--- src/rtl/booth_r4_seq_mul.sv ---
// Iterative radix-4 Booth multiplier.
// Retires one Booth digit per clock through a single partial-product adder.
// Supports signed and unsigned operands, with valid/ready handshakes on both sides.
// The product stays registered until the consumer takes it.
module booth_r4_seq_mul #(
    parameter int WIDTH = 8
) (
    input  logic                 clk,
    input  logic                 rst,
    input  logic                 in_valid,
    output logic                 in_ready,
    input  logic [WIDTH-1:0]     a,
    input  logic [WIDTH-1:0]     b,
    input  logic                 is_signed,
    output logic                 out_valid,
    input  logic                 out_ready,
    output logic [2*WIDTH-1:0]   product,
    output logic                 busy
);

    localparam int STEPS = WIDTH / 2 + 1;
    localparam int CW    = $clog2(STEPS) + 1;
    localparam int MW    = WIDTH + 2;
    localparam int AW    = 2 * WIDTH + 4;

    typedef enum logic [1:0] {IDLE, CALC, DONE} state_t;

    state_t           r_state;
    state_t           w_nextState;
    logic [MW-1:0]    r_mcand;
    logic [MW:0]      r_window;
    logic [AW-1:0]    r_acc;
    logic [CW-1:0]    r_count;

    logic             w_accept;
    logic             w_lastStep;
    logic [MW-1:0]    w_aExt;
    logic [MW-1:0]    w_bExt;
    logic [AW-1:0]    w_mcandExt;
    logic [AW-1:0]    w_partial;
    logic [AW-1:0]    w_shifted;

    // Two extra bits let the unsigned all-ones case produce its final positive digit.
    assign w_aExt     = is_signed ? {{2{a[WIDTH-1]}}, a} : {2'b00, a};
    assign w_bExt     = is_signed ? {{2{b[WIDTH-1]}}, b} : {2'b00, b};
    assign w_mcandExt = {{(AW-MW){r_mcand[MW-1]}}, r_mcand};
    assign w_lastStep = (r_count == CW'(STEPS - 1));
    assign w_shifted  = w_partial << {r_count, 1'b0};

    // Recode the low three window bits into a digit times the multiplicand.
    always_comb begin
        w_partial = '0;
        case (r_window[2:0])
            3'b001, 3'b010: w_partial = w_mcandExt;
            3'b011:         w_partial = w_mcandExt << 1;
            3'b100:         w_partial = -(w_mcandExt << 1);
            3'b101, 3'b110: w_partial = -w_mcandExt;
            default:        w_partial = '0;
        endcase
    end

    // Next-state and handshake outputs; reset masks every output immediately.
    always_comb begin
        w_nextState = r_state;
        in_ready    = 1'b0;
        out_valid   = 1'b0;
        busy        = 1'b0;
        product     = '0;
        w_accept    = 1'b0;
        case (r_state)
            IDLE: begin
                in_ready = 1'b1;
                w_accept = in_valid;
                if (in_valid) w_nextState = CALC;
            end
            CALC: begin
                busy = 1'b1;
                if (w_lastStep) w_nextState = DONE;
            end
            DONE: begin
                busy      = 1'b1;
                out_valid = 1'b1;
                product   = r_acc[2*WIDTH-1:0];
                if (out_ready) w_nextState = IDLE;
            end
            default: w_nextState = IDLE;
        endcase
        if (rst) begin
            in_ready    = 1'b0;
            out_valid   = 1'b0;
            busy        = 1'b0;
            product     = '0;
            w_accept    = 1'b0;
            w_nextState = IDLE;
        end
    end

    // State register.
    always_ff @(posedge clk) begin
        if (rst) r_state <= IDLE;
        else     r_state <= w_nextState;
    end

    // Datapath: latch operands on accept, then perform one Booth step per CALC cycle.
    always_ff @(posedge clk) begin
        if (rst) begin
            r_mcand  <= '0;
            r_window <= '0;
            r_acc    <= '0;
            r_count  <= '0;
        end else if (w_accept) begin
            r_mcand  <= w_aExt;
            r_window <= {w_bExt, 1'b0};
            r_acc    <= '0;
            r_count  <= '0;
        end else if (r_state == CALC) begin
            r_acc    <= r_acc + w_shifted;
            r_window <= {{2{r_window[MW]}}, r_window[MW:2]};
            r_count  <= r_count + 1'b1;
        end
    end

endmodule

--- config.mk ---
export PLATFORM = sky130hd
export DESIGN_NAME = booth_r4_seq_mul
export DESIGN_NICKNAME = d
export VERILOG_FILES = /design/src/rtl/booth_r4_seq_mul.sv
export SDC_FILE = /design/constraint.sdc
export NUM_CORES = 1
export LEC_CHECK = 0
export BUFFER_PORTS_ARGS = -buffer_cell sky130_fd_sc_hd__buf_2
export CAP_MARGIN = 20
export CORE_MARGIN = 5
export CORE_UTILIZATION = 50
export CTS_CLUSTER_SIZE = 24
export DETAILED_ROUTE_END_ITERATION = 6
export GPL_TIMING_DRIVEN = 0
export PLACE_DENSITY = 0.72
export SLEW_MARGIN = 20
export SYNTH_ARGS = -nofsm -noshare
export SYNTH_HDL_FRONTEND = slang
export SYNTH_SLANG_ARGS = --single-unit
--- constraint.sdc ---
create_clock -name clk -period 4.4 [get_ports clk]
set_input_delay 0.44 -clock clk [delete_from_list [all_inputs] [get_ports clk]]
set_output_delay 0.44 -clock clk [all_outputs]
set_load 0.005 [all_outputs]
==> impl_metrics.ini, run 1 <==
[yosys]
synth_fp_nets = 506
syn_avg_cell_area_sq_um = 7.83
synth-edff-count = 0
syn_inst = 462
leading_area_contributor_after_synthesis = sky130_fd_sc_hd__dfxtp_1
synth_flop_cell = sky130_fd_sc_hd__dfxtp_1
ys_top_cells_by_area = sky130_fd_sc_hd__dfxtp_1, sky130_fd_sc_hd__mux2i_1, sky130_fd_sc_hd__ha_1
synth.ff_latch_count = 42
mappedNetlistArea_sq_um = 3620
ys_seq_area_share_pct = 23.2
synth_warnings = 0
synthArstFlopShare_pct = 0
yosys.cell_types.count = 72
synth_top_area_share_pct = 23.2

[finish]
syn2layout_area_growth_pct = 20.6
antenna-diode-count = 0
drive_gt1_share_pct = 23.7
layout_commonest_cell = sky130_fd_sc_hd__nor2_1
fin_nets = 566
layout.core_utilization_pct = 61.2
mostFrequentLayoutCells = sky130_fd_sc_hd__nor2_1, sky130_fd_sc_hd__buf_2, sky130_fd_sc_hd__dfxtp_1

[clock_network]
cts-root-to-sink-buffers = 2
tritoncts = built
cts-root-buf = sky130_fd_sc_hd__clkbuf_8
numCtsBuffers = 5
number_of_hold_buffers_added_after_cts = 0
htree_levels = 2
insertion_delay_ps = 310
clk_transition_reported_paths_ps = 90
tritoncts_num_sinks = 42

[grt]
grt_overflow_total = 0
via_count_of_the_first_global_routing_pass = 3369
grt_max_degree = 15
grt_antenna_before_repair = 0
grt_first_pass_wirelength_mm = 16.1
grt_use_total_pct = 22.2

[setup_path]
critPathMaxFanout = 5
count_of_buffer_and_inverter_cells_on_the_critical_path = 1
r2r_startpoint = r_mcand[0]$_SDFFE_PP0P_
worstRegToRegCells = 19
slowest_delay_ps = 510
timing.critical_path.max_delay_family = simple AND/OR/NAND/NOR gates
rr_endpoint = r_acc[15]$_SDFFE_PP0P_
critPathCaptureType = flip-flop
critical_path.startpoint = r_mcand[0]$_SDFFE_PP0P_
worst_setup_path_start_kind = flip-flop
cp.depth = 19
cell_type_of_the_slowest_stage_on_the_worst_timing_path = sky130_fd_sc_hd__or4b_4
timing_worst_setup_path_type = flip-flop to flip-flop
critPathRequiredTime_ps = 4640
worst-r2r-setup-slack_ps = -40
crit_end = r_acc[15]$_SDFFE_PP0P_
arrival_ps = 4670
crit_chain = inv_4 > ha_4 > or4b_4 > nor2_4 > xnor2_4 > a221oi_2 > nor2_2 > mux2_4 > o21ai_4 > o21ai_2 > ha_1 > and3_4 > a221o_1 > a21oi_2 > o21ai_2 > a211o_1 > and3_4 > or4_4 > a21oi_2

[floorplanning]
design.die.area_sq_um = 9040
die_y_um = 95.1
io-pin-count = 40
fp.dieW_um = 95.1
initial_core_utilization_pct = 50.7
floorplan.core_area_sq_um = 7140
core.rowCount = 31

[power_and_ir_drop]
fin_total_pwr_mw = 2.11
power_density_nw_per_um2 = 484
max-vdd-ir-drop_v = 0.000365
cellLeakagePower_nw = 1.84

[route]
avgViaCountPerCell = 5.94
route.final.wire_length_mm = 10.0
drtIter0Drc = 417
antenna_violating_nets_remaining = 0
dr_total_vias = 3694
wl_per_cell_um = 16.1
route.detailed.drc = 0
firstDrtPassIters = 7

[timing]
post_route_setup_tns_ps = -36.4
fin_hold_ws_ps = 329
rsz0062_at_grt = yes
slew_headroom_pct = 45.6
fmaxAchievable_ghz = 0.225
post-route-min-period_ps = 4440
worst-slew-pin-transition_ps = 816
final-max-slew-violation-count = 0
finalCritPeriodShare_pct = 101
setup_viol_count_final = 1
final.setup_skew_ps = 8.07
hold_violations = 0
timing.final.ws_setup_ps = -36.4

[run_status]
outcome = finished, violations left
failing_checks = setup timing

[run]
maxCapViolCount = 0

[placed_design]
hpwl_mm = 7.16
dp_worst_setup_slack_ps = -577
globalplace.congestion = 1.00
placement.io_buffers = 39

[worst_hold_path]
hold_path.class = input pin to flip-flop
## per-stage QoR
stage / cells / area, sq um
2_1_floorplan: 462 / 3630
3_3_place_gp: 600 / 3950
3_5_place_dp: 600 / 3950
4_1_cts: 615 / 4210
5_1_grt: 622 / 4370
6_report: 622 / 4370
## worst register-to-register path, delay by kind of cell (launching register included)
family	cells	cell delay [ps]
buffers and inverters	1	60
AND/OR/NAND/NOR	6	1570
adder cells (fa/ha/maj)	2	440
AO/OA/AOI/OAI	8	1520
XOR/XNOR	1	100
flip-flops	1	360
multiplexers	1	300
## area by class of cell
type	count	area, sq um
clock inverter	3	21.3
tap	99	124
fill	660	2770
multi-input combinational	370	2770
timing repair buffer	55	315
inverter	16	65.1
sequential	42	848
clock buffer	5	68.8
buffer	32	158
## where the power goes
part / internal [mW] / switching (mW) / leakage, nW
combinational: 0.582 / 0.776 / 1.45
clock: 0.112 / 0.156 / 0.0441
sequential: 0.441 / 0.0464 / 0.343
## sequential cells by signal, summed over array words and instances, names as in the netlist
signal	count
r_mcand	9
r_window	11
r_acc	16
r_count	4
r_state	2
## cell families (layout without fill, tap and decap cells)
group | Yosys count | count (layout) | share of synthesized area (%)
adder cells (fa/ha/maj) | 23 | 23 | 8.16
AND/OR/NAND/NOR | 171 | 172 | 23.9
AO/OA/AOI/OAI | 117 | 117 | 22.9
XOR/XNOR | 23 | 23 | 5.77
multiplexers | 35 | 35 | 10.2
buffers and inverters | 51 | 111 | 5.81
flip-flops | 42 | 42 | 23.2
## what timing repair did
item | 4_1_cts | 5_1_grt
pin swaps | 13 | 16
cloned | 0 | 1
endpoints found under the setup margin | 3 | 2
resized for setup | 32 | 24
setup buffers | 9 | 7
## worst min path at each step
stage                                         start                        end  slack (ps)  cells past startpoint
after global routing                           a[4]    r_mcand[4]$_SDFFE_PP0P_         340                      2
after detailed placement  r_window[10]$_SDFFE_PP0P_  r_window[10]$_SDFFE_PP0P_         470                      2
after global placement    r_window[10]$_SDFFE_PP0P_  r_window[10]$_SDFFE_PP0P_         460                      2
after CTS                                      a[4]    r_mcand[4]$_SDFFE_PP0P_         340                      2
final                                          a[1]    r_mcand[1]$_SDFFE_PP0P_         330                      3
after floorplan           r_window[10]$_SDFFE_PP0P_  r_window[10]$_SDFFE_PP0P_         450                      2
## synthesized netlist by cell type (all sizes together) (2+ instances only)
cell     number
nor2         61
dfxtp        42
a21oi        32
nand2        31
mux2i        29
ha           22
clkbuf       21
xnor2        18
and2         17
o21ai        15
buf          14
inv          13
a211oi       11
nand3        10
nor3         10
a21o          6
a22o          6
and3          5
mux2          5
nor4          5
or2           5
or3           5
xor2          5
a211o         4
a221oi        4
nand2b        4
o22ai         4
o31ai         4
a2111oi       3
a31oi         3
clkinv        3
nand3b        3
nor3b         3
o21a          3
o32ai         3
a2111o        2
a311o         2
a32oi         2
nand4         2
nor2b         2
o2111ai       2
o21ba         2
## layer usage
| metal | part of all wire [%] | track usage (%) | vias to the layer above | wire, um |
|---|---|---|---|---|
| met1 | 45 | 30.3 | 1717 | 4480 |
| met4 | 3.1 | 7.93 | 0 | 310 |
| met3 | 6.4 | 3.87 | 33 | 637 |
| met2 | 46 | 34.9 | 149 | 4600 |
| li1 | - | - | 1795 | - |
| met5 | 0 | 0 | - | 0 |
Note: power is estimated with default switching activity, not from simulation.
==> inputs of run 2 (changes only) <==
--- a/config.mk
+++ b/config.mk
@@ -12,8 +12,8 @@
 export CTS_CLUSTER_SIZE = 24
 export DETAILED_ROUTE_END_ITERATION = 6
 export GPL_TIMING_DRIVEN = 0
-export PLACE_DENSITY = 0.72
-export SLEW_MARGIN = 20
+export PLACE_DENSITY = 0.75
+export SLEW_MARGIN = 25
 export SYNTH_ARGS = -nofsm -noshare
 export SYNTH_HDL_FRONTEND = slang
 export SYNTH_SLANG_ARGS = --single-unit
==> impl_metrics.ini, run 2 (same netlist as run 1, synthesis figures left out) <==
[grt]
grt_max_degree = 15
via_count_of_the_first_global_routing_pass = 3464
grt_first_pass_wirelength_mm = 16.2
grt_antenna_before_repair = 0
grt_overflow_total = 0
grt_use_total_pct = 22.4

[finish]
mostFrequentLayoutCells = sky130_fd_sc_hd__nor2_1, sky130_fd_sc_hd__buf_2, sky130_fd_sc_hd__dfxtp_1
sequential_cell_area_sq_um = 848
layout_commonest_cell = sky130_fd_sc_hd__nor2_1
syn2layout_area_growth_pct = 21.7
layout.core_utilization_pct = 61.7
largest_register_ffs = 16
multi_input_area_sq_um = 2790
final-instance-count-excl-fill = 618
top_regs = r_acc: 16 flops, r_window: 11 flops, r_mcand: 9 flops
fillCellCount = 665
max_flop_register = r_acc
fin_nets = 562
antenna-diode-count = 0
drive_gt1_share_pct = 23.5

[floorplanning]
io-pin-count = 40
die_y_um = 95.1
design.die.area_sq_um = 9040
fp.dieW_um = 95.1
core.rowCount = 31
initial_core_utilization_pct = 50.7
floorplan.core_area_sq_um = 7140

[run_status]
outcome = finished, violations left
failing_checks = setup timing

[setup_path]
worstRegToRegCells = 20
count_of_buffer_and_inverter_cells_on_the_critical_path = 3
r2r_startpoint = r_mcand[1]$_SDFFE_PP0P_
slowest_delay_ps = 470
critical_path.startpoint = r_mcand[1]$_SDFFE_PP0P_
critPathMaxFanout = 4
arrival_ps = 4740
critPathCaptureType = flip-flop
worst_setup_path_start_kind = flip-flop
cell_type_of_the_slowest_stage_on_the_worst_timing_path = sky130_fd_sc_hd__or4_4
timing.critical_path.max_delay_family = compound AO/OA/AOI/OAI gates
critPathRequiredTime_ps = 4640
timing_worst_setup_path_type = flip-flop to flip-flop
crit_chain = buf_4 > buf_12 > buf_4 > nor4_1 > nor3_2 > o32ai_1 > a21oi_1 > mux2i_1 > nor2_1 > a21oi_1 > nor2_1 > ha_1 > a21o_1 > a221o_1 > a21oi_2 > o21ai_2 > a211o_1 > and3_4 > or4_4 > a21oi_2
cp.depth = 20

[placed_design]
hpwl_mm = 7.18
placement.io_buffers = 39
dpl.cell_count = 600
globalplace.congestion = 0.936

[clock_network]
tritoncts_num_sinks = 42
cts-root-buf = sky130_fd_sc_hd__clkbuf_8
cts-root-to-sink-buffers = 2
numCtsBuffers = 5
tritoncts = built
insertion_delay_ps = 300
htree_levels = 2
clk_transition_reported_paths_ps = 80

[timing]
rsz0062_at_grt = yes
hold_violations = 0
post-route-min-period_ps = 4510
worst-slew-pin-transition_ps = 814
timing.final.ws_setup_ps = -105
setup_viol_count_final = 1
slew_headroom_pct = 45.7
final-max-slew-violation-count = 0
fmaxAchievable_ghz = 0.222
final.setup_skew_ps = 7.40
fin_hold_ws_ps = 329
finalCritPeriodShare_pct = 102

[power_and_ir_drop]
max-vdd-ir-drop_v = 0.000300
cellLeakagePower_nw = 1.85
power_density_nw_per_um2 = 497
fin_total_pwr_mw = 2.19

[route]
antenna_violating_nets_remaining = 0
met3_length_um = 687
route.detailed.drc = 0
highest_layer = met4
avgViaCountPerCell = 6.00
met2WireLength_mm = 4.77
total_routed_wire_length_on_the_met1_layer_mm = 4.47
route.final.wire_length_mm = 10.1
drtIter0Drc = 390
dr_total_vias = 3709
wl_per_cell_um = 16.4
firstDrtPassIters = 5

[worst_hold_path]
worst_hold_path.num_cells = 3
hold_path.class = input pin to flip-flop
holdCritStartpoint = a[1]

[run]
maxCapViolCount = 0
-- run 2: area by class of cell --
type	instances	area share [%]
Buffer	32	3.52
Sequential cell	42	19.3
Inverter	16	1.42
Timing Repair Buffer	52	7.01
Clock buffer	5	1.56
Clock inverter	3	1.02
Tap cell	99	2.81
Multi-Input combinational cell	369	63.4
-- run 2: per-stage QoR --
step	worst slack, ps	area (sq um)	setup TNS [ps]
2_1_floorplan	19.0	3630	0
3_3_place_gp	-488	3950	-488
3_5_place_dp	-526	3950	-614
4_1_cts	-128	4270	-128
5_1_grt	-261	4410	-274
6_report	-105	4410	-105
-- run 2: worst paths after layout --
path | end | slack [ps]
max | r_acc[15]$_SDFFE_PP0P_ | -110
min | r_mcand[1]$_SDFFE_PP0P_ | 330
max reg2reg | r_acc[15]$_SDFFE_PP0P_ | -110
min reg2reg | r_window[10]$_SDFFE_PP0P_ | 480
-- run 2: repair_timing --
item	CTS	global route
cloned	0	0
pin swaps	15	18
hold buffers	0	0
hold endpoints to repair	0	0
endpoints found under the setup margin	2	2
buffers inserted	10	3
resized for setup	35	25
-- run 2: report_power, final --
group / leakage [nW] / total (mW) / switching [mW] / internal [mW]
Sequential: 0.343 / 0.488 / 0.0465 / 0.441
Combinational: 1.46 / 1.39 / 0.789 / 0.596
Clock: 0.0504 / 0.317 / 0.148 / 0.169
Total: 1.85 / 2.19 / 0.984 / 1.21
-- run 2: metal layers --
layer,vias up,track usage (%)
li1,1778,-
met1,1729,29.6
met2,172,37.2
met3,30,4.34
met4,0,6.25
met5,-,0
-- run 2: tightest hold or removal path, cell delays in order --
cell	delay, ps
sky130_fd_sc_hd__buf_2	70
sky130_fd_sc_hd__nand2_1	30
sky130_fd_sc_hd__o21ai_0	50
